[src/rtl/aes_pkg.sv]
// +--------------------------------------------------------------------------+
// | aes_pkg: shared AES state/column types and GF(2^8) helpers               |
// | Revision: 1.0                                                            |
// +--------------------------------------------------------------------------+
`default_nettype none

package aes_pkg;

    // Column c at [c*32 +: 32]; within a column, row 0 is the MSB byte.
    typedef logic [3:0][3:0][7:0] state_t;
    typedef logic [3:0][7:0]      col_t;

    localparam logic [3:0] GM_2 = 4'h2;
    localparam logic [3:0] GM_3 = 4'h3;
    localparam logic [3:0] GM_9 = 4'h9;
    localparam logic [3:0] GM_B = 4'hb;
    localparam logic [3:0] GM_D = 4'hd;
    localparam logic [3:0] GM_E = 4'he;

    function automatic logic [7:0] xtime(input logic [7:0] a);
        return {a[6:0], 1'b0} ^ (a[7] ? 8'h1b : 8'h00);
    endfunction

    // Multiply by a small constant (at most 4 bits) modulo 0x11B.
    function automatic logic [7:0] gmul(input logic [7:0] a, input logic [3:0] k);
        logic [7:0] acc;
        logic [7:0] p;
        acc = '0;
        p   = a;
        for (int i = 0; i < 4; i++) begin
            if (k[i]) acc = acc ^ p;
            p = xtime(p);
        end
        return acc;
    endfunction

endpackage

`default_nettype wire

[src/rtl/mix_column_unit.sv]
// +--------------------------------------------------------------------------+
// | mix_column_unit: combinational single-column (Inv)MixColumns.            |
// | Inverse logic present only when MIXCOL_INV_EN is defined.  Revision: 1.0 |
// +--------------------------------------------------------------------------+
`default_nettype none

module mix_column_unit
    import aes_pkg::*;
(
    input  col_t col_in,
    input  logic inv,
    output col_t col_out
);

    logic [7:0] a0, a1, a2, a3;
    col_t       fwd;

    assign a0 = col_in[3];
    assign a1 = col_in[2];
    assign a2 = col_in[1];
    assign a3 = col_in[0];

    assign fwd[3] = gmul(a0, GM_2) ^ gmul(a1, GM_3) ^ a2 ^ a3;
    assign fwd[2] = a0 ^ gmul(a1, GM_2) ^ gmul(a2, GM_3) ^ a3;
    assign fwd[1] = a0 ^ a1 ^ gmul(a2, GM_2) ^ gmul(a3, GM_3);
    assign fwd[0] = gmul(a0, GM_3) ^ a1 ^ a2 ^ gmul(a3, GM_2);

`ifdef MIXCOL_INV_EN
    col_t rev;

    assign rev[3] = gmul(a0, GM_E) ^ gmul(a1, GM_B) ^ gmul(a2, GM_D) ^ gmul(a3, GM_9);
    assign rev[2] = gmul(a0, GM_9) ^ gmul(a1, GM_E) ^ gmul(a2, GM_B) ^ gmul(a3, GM_D);
    assign rev[1] = gmul(a0, GM_D) ^ gmul(a1, GM_9) ^ gmul(a2, GM_E) ^ gmul(a3, GM_B);
    assign rev[0] = gmul(a0, GM_B) ^ gmul(a1, GM_D) ^ gmul(a2, GM_9) ^ gmul(a3, GM_E);

    assign col_out = inv ? rev : fwd;
`else
    logic unused_inv;

    assign unused_inv = inv;
    assign col_out    = fwd;
`endif

endmodule

`default_nettype wire

[src/rtl/mix_columns_engine.sv]
// +--------------------------------------------------------------------------+
// | mix_columns_engine: handshaked, column-serialisable (Inv)MixColumns.     |
// | Optional inverse mode via MIXCOL_INV_EN.                   Revision: 1.0 |
// +--------------------------------------------------------------------------+
`default_nettype none

module mix_columns_engine
    import aes_pkg::*;
#(
    parameter int HDR_W          = 4,
    parameter int COLS_PER_CYCLE = 4
) (
    input  logic                 clk,
    input  logic                 rst,
    input  logic                 in_valid,
    output logic                 in_ready,
    input  logic                 inv,
    input  logic [HDR_W+127:0]   data_in,
    output logic                 out_valid,
    input  logic                 out_ready,
    output logic [HDR_W-1:0]     header_out,
    output logic [127:0]         data_out
);

    if (COLS_PER_CYCLE != 1 && COLS_PER_CYCLE != 2 && COLS_PER_CYCLE != 4) begin : g_bad_cols
        $error("mix_columns_engine: COLS_PER_CYCLE must be 1, 2 or 4");
    end

    localparam logic [1:0] COL_STEP = 2'(COLS_PER_CYCLE);
    localparam logic [1:0] LAST_CNT = 2'(4 - COLS_PER_CYCLE);

    typedef enum logic [1:0] {
        IDLE = 2'd0,
        BUSY = 2'd1,
        DONE = 2'd2
    } fsm_t;

    fsm_t             st;
    state_t           src;
    state_t           result;
    logic [HDR_W-1:0] hdr;
    logic             inv_q;
    logic [1:0]       col_cnt;
    logic             accept;
    col_t             col_src [COLS_PER_CYCLE];
    col_t             col_res [COLS_PER_CYCLE];

    assign in_ready = !rst && ((st == IDLE) || (st == DONE && out_ready));
    assign accept   = in_valid && in_ready;
    assign data_out = result;

    for (genvar i = 0; i < COLS_PER_CYCLE; i++) begin : g_cols
        assign col_src[i] = src[col_cnt + 2'(i)];

        mix_column_unit u_col (
            .col_in  (col_src[i]),
            .inv     (inv_q),
            .col_out (col_res[i])
        );
    end

    always_ff @(posedge clk or posedge rst) begin
        if (rst) begin
            st         <= IDLE;
            col_cnt    <= '0;
            src        <= '0;
            hdr        <= '0;
            inv_q      <= 1'b0;
            result     <= '0;
            header_out <= '0;
            out_valid  <= 1'b0;
        end else begin
            case (st)
                IDLE: begin
                    if (accept) st <= BUSY;
                end
                BUSY: begin
                    for (int i = 0; i < COLS_PER_CYCLE; i++) begin
                        result[col_cnt + 2'(i)] <= col_res[i];
                    end
                    col_cnt <= col_cnt + COL_STEP;
                    if (col_cnt == LAST_CNT) begin
                        st         <= DONE;
                        out_valid  <= 1'b1;
                        header_out <= hdr;
                    end
                end
                DONE: begin
                    if (out_ready) begin
                        out_valid <= 1'b0;
                        st        <= in_valid ? BUSY : IDLE;
                    end
                end
                default: st <= IDLE;
            endcase

            // Accepting binds header and mode to the block for its whole journey.
            if (accept) begin
                src     <= data_in[127:0];
                hdr     <= data_in[HDR_W+127:128];
                inv_q   <= inv;
                col_cnt <= '0;
            end
        end
    end

endmodule

`default_nettype wire

[config.mk]
export PLATFORM = sky130hd
export DESIGN_NAME = mix_columns_engine
export DESIGN_NICKNAME = d
export VERILOG_FILES = /design/src/rtl/aes_pkg.sv /design/src/rtl/mix_column_unit.sv /design/src/rtl/mix_columns_engine.sv
export SDC_FILE = /design/constraint.sdc
export NUM_CORES = 1
export LEC_CHECK = 0
export CAP_MARGIN = 20
export CORE_ASPECT_RATIO = 1.2
export CORE_MARGIN = 2
export CORE_UTILIZATION = 25
export DETAILED_ROUTE_END_ITERATION = 6
export PLACE_DENSITY = 0.53
export SYNTH_ARGS = -nofsm -noshare
export SYNTH_HDL_FRONTEND = slang
export SYNTH_SLANG_ARGS = --single-unit
[constraint.sdc]
create_clock -name clk -period 13.6 [get_ports clk]
set_input_delay 1.36 -clock clk [delete_from_list [all_inputs] [get_ports clk]]
set_output_delay 1.36 -clock clk [all_outputs]
set_load 0.05 [all_outputs]
==> results.yml, run 1 <==
critical_path:
  crit_type: "in -> out"
  critical_path.reg2reg.startpoint: "st[0]$_DFFE_PP0P_"
  r2r_setup_slack_ns: 10.48
  element_type_at_the_critical_path_start: "primary input"
  r2r_cells: 4
  crit_path_end: "in_ready"
  critPathCaptureType: "output port"
  worstSetupStartpoint: "rst"
  timing.critical_path.required_ns: 12.24
  cp_data_arrival_time_ns: 3.83
  critical_path_peak_fanout: 124
  timing.rr.end: "data_out[63]$_DFFE_PP0P_"
finish:
  syn2layout_area_growth_pct: 32.5
  finalNetCount: 1556
  num_antenna_cells: 0
  drive_gt1_frac: 0.102
route:
  first_pass_detailed_route_iteration_total: 4
  drt_drc_violations_left: 0
  avgViaCountPerCell: 4.05
  first_iter_violations: 314
  avgRoutedWirePerCell_microns: 16.9
  drtAntennaViolNets: 0
  via_count: 8769
  routed_wl_mm: 36.5
die:
  die-width_microns: 219
  die-area_sq_um: 57200
  core_region_sq_um: 54800
  ios: 271
  floorplan.initialDensity: 0.252
  dieHeight_microns: 262
  row_count: 94
timing:
  timing.final.hold_violations: 0
  fmax_mhz: 193
  final_setup_violation_count: 0
  grt_setup_unrepaired: "false"
  finClkSkew_ns: 0.0150
  min_period_ns: 5.19
  timing_worst_slew_pin_value_ns: 1.01
  setup_tns_ns: 0
  fin_ws_ns: 8.41
  finalMaxSlewViolations: 0
  final.period_utilization: 0.382
  slew_headroom: 0.327
  fin_worst_hold_slack_ns: 0.477
synth:
  synth-edff-count: 0
  synth.avg_cell_area_sq_um: 11.8
  syn-num-nets: 1310
  postSynth.asyncResetShare: 1.00
  synth_area_leaders: "sky130_fd_sc_hd__dfrtp_1, sky130_fd_sc_hd__xnor2_1, sky130_fd_sc_hd__mux2_1"
  netlist.area_leader.share: 0.483
  synthTopCellsByCount: "sky130_fd_sc_hd__xnor2_1, sky130_fd_sc_hd__dfrtp_1, sky130_fd_sc_hd__nand2_1"
  synthCells: 1173
  synth.ff_latch_count: 267
  synth_area_sq_um: 13800
  yosys.area.top_type: "sky130_fd_sc_hd__dfrtp_1"
  share_of_the_yosys_chip_area_belonging_to_registers: 0.483
  yosysUniqueCellTypes: 25
  synth_most_common_cell: "sky130_fd_sc_hd__xnor2_1"
  ys.flop_type: "sky130_fd_sc_hd__dfrtp_1"
  yosys_warnings: 0
power:
  powerDensity_nw_per_um2: 303
  p_leak_nw: 7.13
  vdd_ir_drop_max_v: 0.000126
cts:
  ctsLongestPathBuffers: 3
  cts_num_sinks: 267
  cts_tree: "yes"
  post_cts.repair.setup_buffers: 0
  clock_insertion_delay_worst_skew_ns: 0.53
  count_of_instances_resized_after_the_clock_tree_is_built: 0
  post_cts_hold_buffer_count: 0
  clock-root-buffer: "sky130_fd_sc_hd__clkbuf_16"
  numCtsBuffers: 34
  cts_max_level: 2
  worst_path_clk_slew_ns: 0.06
place:
  dpl.hpwl_mm: 26.6
  gpl.final_weighted_congestion: 0.750
  dpl_ws_ns: 8.29
  io_buffers: 269
grt:
  gr-total-overflow: 0
  vias_in_the_first_global_route: 9449
  grt_pass1_wl_mm: 55.8
  gr-usage-all-layers: 0.127
  antenna_found_initial: 3
  grt_max_degree: 142
status:
  run_status: "finished, final reports clean"
flow_run:
  timing.max_cap.violations: 0
min_path:
  holdCritPathClass: "reg -> reg"
worst max-delay path: stages:
cell and delay, ns:
sky130_fd_sc_hd__clkdlybuf4s50_1 0.56, sky130_fd_sc_hd__inv_8 0.22, sky130_fd_sc_hd__buf_16 0.46, sky130_fd_sc_hd__nand2_1 0.11
sky130_fd_sc_hd__nor2_1 0.13, sky130_fd_sc_hd__clkdlybuf4s50_1 0.86
cells in the final DEF, fill, tap and decap left out, drive strengths merged:
cell / count
a21oi: 1
clkdlybuf4s50: 269
o22a: 1
clkinvlp: 2
nand3b: 1
xor2: 88
nor2: 2
bufinv: 5
buf: 8
clkinv: 4
nand2b: 1
nand2: 127
dfrtp: 267
mux2: 139
a21boi: 1
xnor2: 350
o21ai: 126
inv: 2
clkbuf: 49
worst min-delay path by stage:
stage	startpoint	endpoint	slack [ns]	cells past startpoint
floorplan	hdr[0]$_DFFE_PP0P_	hdr[0]$_DFFE_PP0P_	0.45	1
global placement	data_out[35]$_DFFE_PP0P_	data_out[35]$_DFFE_PP0P_	0.46	2
detailed placement	data_out[8]$_DFFE_PP0P_	data_out[8]$_DFFE_PP0P_	0.47	2
CTS	data_out[97]$_DFFE_PP0P_	data_out[97]$_DFFE_PP0P_	0.48	2
global route	data_out[8]$_DFFE_PP0P_	data_out[8]$_DFFE_PP0P_	0.50	2
finish	data_out[8]$_DFFE_PP0P_	data_out[8]$_DFFE_PP0P_	0.48	2
state kept, by name (all words and copies together) (netlist names):
register and count:
src 128, hdr 4, out_valid 1, header_out 4
data_out 128, st 2
cell families (layout without fill, tap and decap cells):
kind of cell / after synthesis / in the layout / share of synthesized area
AO/OA/AOI/OAI: 129 / 129 / 0.0480
XOR/XNOR: 438 / 438 / 0.289
buffers and inverters: 69 / 339 / 0.0303
flip-flops: 267 / 267 / 0.483
multiplexers: 139 / 139 / 0.113
AND/OR/NAND/NOR: 131 / 131 / 0.0362
per-layer routing:
metal  wire (microns)  GRT usage  up-vias
li1                 -          -     4280
met3             2210     0.0365       52
met1            14500      0.145     4247
met2            18900      0.232      184
met5               42          0        -
met4              826     0.0372        6
layout make-up:
type	instances	area (sq um)
multi-input combinational	837	6740
clock inverter	11	185
clock buffer	49	1020
timing repair buffer	277	2770
tap	720	901
fill	5618	36500
inverter	2	15.0
sequential	267	6680
power by group:
part	total (mW)	switching, mW	internal [mW]
clock	0.975	0.359	0.616
sequential	1.47	0.358	1.11
combinational	3.11	1.69	1.42
total	5.55	2.41	3.15
stage by stage:
step           cell area (sq um)  utilization  instances  total power, mW
2_1_floorplan              13800            -       1173             3.84
6_report                   18300        0.334       2163             5.55
3_3_place_gp               17100        0.312       2102             4.62
5_1_grt                    18300        0.334       2163             5.93
3_5_place_dp               17100        0.312       2102             4.64
4_1_cts                    18300        0.334       2162             5.66
Power figures use the tool's default switching activity.
==> inputs of run 2 (changes only) <==
- clock period: 13.6 -> 5.3 ns (I/O delays scaled with it)
==> results.yml, run 2 (synthesis results as in run 1) <==
power:
  powerDensity_nw_per_um2: 761
  p_leak_nw: 7.00
  vdd_ir_drop_max_v: 0.000383
timing:
  slew_headroom: 0.319
  grt_setup_unrepaired: "false"
  timing.final.hold_violations: 0
  final_setup_violation_count: 0
  finClkSkew_ns: 0.00871
  min_period_ns: 2.78
  setup_tns_ns: 0
  fmax_mhz: 359
  timing_worst_slew_pin_value_ns: 1.02
  final.period_utilization: 0.525
  finalMaxSlewViolations: 0
grt:
  vias_in_the_first_global_route: 9534
  gr-total-overflow: 0
  antenna_found_initial: 3
  grt_pass1_wl_mm: 55.9
  grt_max_degree: 153
  gr-usage-all-layers: 0.126
finish:
  most-common-layout-cells: "sky130_fd_sc_hd__xnor2_1, sky130_fd_sc_hd__clkdlybuf4s50_1, sky130_fd_sc_hd__dfrtp_1"
  drive_gt1_frac: 0.0946
  instances_no_fill: 2159
  finalNetCount: 1553
  syn2layout_area_growth_pct: 30.6
  most_common_cell_after_layout_fill_and_taps_aside: "sky130_fd_sc_hd__xnor2_1"
  final.fill_count: 5613
critical_path:
  cp_data_arrival_time_ns: 2.25
  critPathCaptureType: "output port"
  path_cells: "clkdlybuf4s50_1, nand2b_1, nand2_1, nor2_1, clkdlybuf4s50_1"
  slowest_delay_ns: 0.85
  critical_path_peak_fanout: 3
  timing.critical_path.required_ns: 4.77
  element_type_at_the_critical_path_start: "primary input"
  crit_top_cell: "sky130_fd_sc_hd__clkdlybuf4s50_1"
  critical_path.slowest_cell: "sky130_fd_sc_hd__clkdlybuf4s50_1"
  crit_type: "in -> out"
die:
  die-width_microns: 219
  dieHeight_microns: 262
  row_count: 94
  ios: 271
  die-area_sq_um: 57200
  floorplan.initialDensity: 0.252
  core_region_sq_um: 54800
cts:
  cts_max_level: 1
  ctsLongestPathBuffers: 3
  numCtsBuffers: 31
  clock-root-buffer: "sky130_fd_sc_hd__clkbuf_16"
  post_cts_hold_buffer_count: 0
  worst_path_clk_slew_ns: 0.06
  count_of_instances_resized_after_the_clock_tree_is_built: 0
  post_cts.repair.setup_buffers: 0
  clock_insertion_delay_worst_skew_ns: 0.57
  cts_num_sinks: 267
  cts_tree: "yes"
route:
  drt_drc_violations_left: 0
  first_pass_detailed_route_iteration_total: 3
  drtAntennaViolNets: 0
  routed_wl_mm: 36.1
  avgViaCountPerCell: 4.06
  avgRoutedWirePerCell_microns: 16.7
  via_count: 8770
  first_iter_violations: 315
min_path:
  holdCritPathClass: "reg -> reg"
place:
  io_buffers: 269
  dpl.hpwl_mm: 26.6
  gpl.final_weighted_congestion: 0.740
  dpl.cell_count: 2103
flow_run:
  timing.max_cap.violations: 0
status:
  run_status: "finished, final reports clean"
-- run 2: worst paths after layout --
| kind | cells past startpoint | slack, ns | start | to |
|---|---|---|---|---|
| max in group asynchronous | 4 | 3.28 | rst | data_out[50]$_DFFE_PP0P_ |
| worst max-delay path | 5 | 2.52 | out_ready | in_ready |
| worst min-delay path | 2 | 0.47 | data_out[104]$_DFFE_PP0P_ | data_out[104]$_DFFE_PP0P_ |
| worst min register to register | 2 | 0.47 | data_out[104]$_DFFE_PP0P_ | data_out[104]$_DFFE_PP0P_ |
| worst max register to register | 3 | 3.11 | st[0]$_DFFE_PP0P_ | data_out[67]$_DFFE_PP0P_ |
| min in group asynchronous | 3 | 0.61 | rst | src[31]$_DFFE_PP0P_ |
-- run 2: critical path, delay by kind of cell --
family | cells | cell delay [ns]
AND/OR/NAND/NOR | 3 | 0.39
buffers and inverters | 2 | 1.32
-- run 2: power by group --
part	leakage, nW	switching, mW	internal [mW]
clock network	0.460	0.847	1.17
logic	3.32	4.30	3.64
registers	3.22	0.937	2.86
-- run 2: layout make-up --
cell class	count	area, sq um	share of cell area
diodes	1	2.50	0.000139
flip-flops and latches	267	6680	0.370
multi-input cells	837	6740	0.373
inverters	2	11.3	0.000624
well taps	720	901	0.0499
clock buffers	51	921	0.0510
repair buffers	277	2780	0.154
clock inverters	4	22.5	0.00125
-- run 2: per-stage QoR --
stage	power [mW]	instance area, sq um	util	setup slack [ns]	hold WS, ns
3_3_place_gp	11.8	17100	0.312	2.51	0.461
6_report	13.7	18100	0.329	2.52	0.475
2_1_floorplan	9.86	13800	-	0.00440	0.454
5_1_grt	14.8	18100	0.329	2.45	0.500
4_1_cts	14.0	18100	0.329	2.54	0.483
3_5_place_dp	11.9	17100	0.312	2.53	0.470
-- run 2: per-layer routing --
metal | up-vias | track usage | wire [microns]
li1 | 4259 | - | -
met5 | - | 0 | 28
met1 | 4263 | 0.143 | 14200
met3 | 55 | 0.0300 | 2130
met2 | 189 | 0.231 | 18600
met4 | 4 | 0.0456 | 1160
==> inputs of run 3 (changes only) <==
- PLACE_DENSITY: 0.53 -> 0.54
- clock period: 5.3 -> 2.44 ns (I/O delays scaled with it)
==> results.yml, run 3 (synthesis results as in run 1) <==
finish:
  most_common_cell_after_layout_fill_and_taps_aside: "sky130_fd_sc_hd__xnor2_1"
  most-common-layout-cells: "sky130_fd_sc_hd__xnor2_1, sky130_fd_sc_hd__clkdlybuf4s50_1, sky130_fd_sc_hd__dfrtp_1"
  syn2layout_area_growth_pct: 33.8
  finalNetCount: 1570
  drive_gt1_frac: 0.112
  finalInstanceArea_sq_um: 18500
  num_antenna_cells: 0
grt:
  gr-usage-all-layers: 0.129
  gr-total-overflow: 0
  grt_max_degree: 87
  vias_in_the_first_global_route: 9375
  grt_pass1_wl_mm: 56.4
  antenna_found_initial: 2
place:
  io_buffers: 269
  placed_area_sq_um: 17300
  dpl_ws_ns: 0.246
  dpl.hpwl_mm: 27.6
  gpl.final_weighted_congestion: 0.775
power:
  vdd_ir_drop_max_v: 0.000808
  p_leak_nw: 7.23
  powerDensity_nw_per_um2: 1670
route:
  via_count: 8826
  first_pass_detailed_route_iteration_total: 4
  first_iter_violations: 370
  routed_wl_mm: 36.7
  avgRoutedWirePerCell_microns: 16.8
  drtAntennaViolNets: 0
  avgViaCountPerCell: 4.05
  drt_drc_violations_left: 0
critical_path:
  slowest_delay_ns: 0.84
  critical_path.slowest_cell: "sky130_fd_sc_hd__clkdlybuf4s50_1"
  worstSetupStartpoint: "data_out[42]$_DFFE_PP0P_"
  critical_path_peak_fanout: 2
  timing.critical_path.required_ns: 2.20
  element_type_at_the_critical_path_start: "register"
  cp_data_arrival_time_ns: 1.76
  crit_buf_inv: 1
  critPathCaptureType: "output port"
  path_cells: "clkdlybuf4s50_1"
  critical_path.reg2reg.startpoint: "st[0]$_DFFE_PP0P_"
  cpLargestDelayFamily: "buffers and inverters"
  crit_type: "reg -> out"
cts:
  clock_insertion_delay_worst_skew_ns: 0.52
  cts_max_level: 2
  ctsLongestPathBuffers: 3
  worst_path_clk_slew_ns: 0.06
  post_cts_hold_buffer_count: 0
  count_of_instances_resized_after_the_clock_tree_is_built: 0
  post_cts.repair.setup_buffers: 0
  clock-root-buffer: "sky130_fd_sc_hd__clkbuf_16"
  numCtsBuffers: 34
  cts_tree: "yes"
  cts_num_sinks: 267
timing:
  fin_ws_ns: 0.433
  slew_headroom: 0.586
  fmax_mhz: 498
  finalMaxSlewViolations: 0
  setup_tns_ns: 0
  timing.final.hold_violations: 0
  final.period_utilization: 0.822
  min_period_ns: 2.01
  finClkSkew_ns: 0.00984
  final_setup_violation_count: 0
  grt_setup_unrepaired: "false"
  timing_worst_slew_pin_value_ns: 0.616
die:
  floorplan.initialDensity: 0.252
  die-area_sq_um: 57200
  ios: 271
  die-width_microns: 219
  dieHeight_microns: 262
  core_region_sq_um: 54800
  row_count: 94
flow_run:
  timing.max_cap.violations: 0
status:
  run_status: "finished, final reports clean"
min_path:
  holdCritPathClass: "in -> async"
-- run 3: cell types whose count changed in the layout (fill, tap and decap cells not counted) --
| cell | before | now |
|---|---|---|
| sky130_fd_sc_hd__bufinv_16 | 0 | 4 |
| sky130_fd_sc_hd__buf_12 | 2 | 10 |
| sky130_fd_sc_hd__clkinv_4 | 0 | 1 |
| sky130_fd_sc_hd__diode_2 | 1 | 0 |
| sky130_fd_sc_hd__clkdlybuf4s50_1 | 269 | 268 |
| sky130_fd_sc_hd__buf_4 | 6 | 13 |
| sky130_fd_sc_hd__clkbuf_1 | 13 | 7 |
| sky130_fd_sc_hd__inv_6 | 0 | 1 |
| sky130_fd_sc_hd__clkbuf_16 | 31 | 37 |
| sky130_fd_sc_hd__clkbuf_8 | 7 | 5 |
| sky130_fd_sc_hd__clkinv_2 | 3 | 5 |
-- run 3: worst paths after layout --
check                                            endpoint  slack (ns)  cells after the start
worst max-delay path                         data_out[42]        0.43                      1
worst min-delay path                    st[0]$_DFFE_PP0P_        0.15                      2
worst max register to register        src[68]$_DFFE_PP0P_        0.65                      5
worst min register to register  data_out[118]$_DFFE_PP0P_        0.48                      2
max in group asynchronous       data_out[121]$_DFFE_PP0P_        1.47                      3
min in group clk                      src[88]$_DFFE_PP0P_        0.32                      2
-- run 3: area by class of cell --
| cell class | count | area, sq um |
|---|---|---|
| clock inverter | 12 | 170 |
| tap | 720 | 901 |
| fill | 5610 | 36300 |
| sequential | 267 | 6680 |
| clock buffer | 49 | 1020 |
| timing repair buffer | 291 | 2980 |
| inverter | 2 | 11.3 |
| multi-input combinational | 837 | 6740 |
-- run 3: through the flow --
stage	hold slack, ns	power [mW]	std cells	util
after global placement	0.462	25.9	2117	0.316
final	0.154	31.0	2178	0.338
after floorplan	0.335	21.4	1173	-
after detailed placement	0.472	26.0	2117	0.316
after global routing	0.152	33.1	2178	0.338
after CTS	0.114	31.6	2178	0.338
-- run 3: metal layers --
metal / global-route usage / wire length [microns]
met5: 0 / 27
met4: 0.0379 / 861
met3: 0.0352 / 2240
met2: 0.227 / 18600
met1: 0.154 / 15000
-- run 3: power by group --
part	total, mW	leakage (nW)	switching, mW	internal (mW)
Clock	5.31	0.585	1.97	3.34
Combinational	17.4	3.42	9.42	7.98
Sequential	8.24	3.22	2.04	6.21
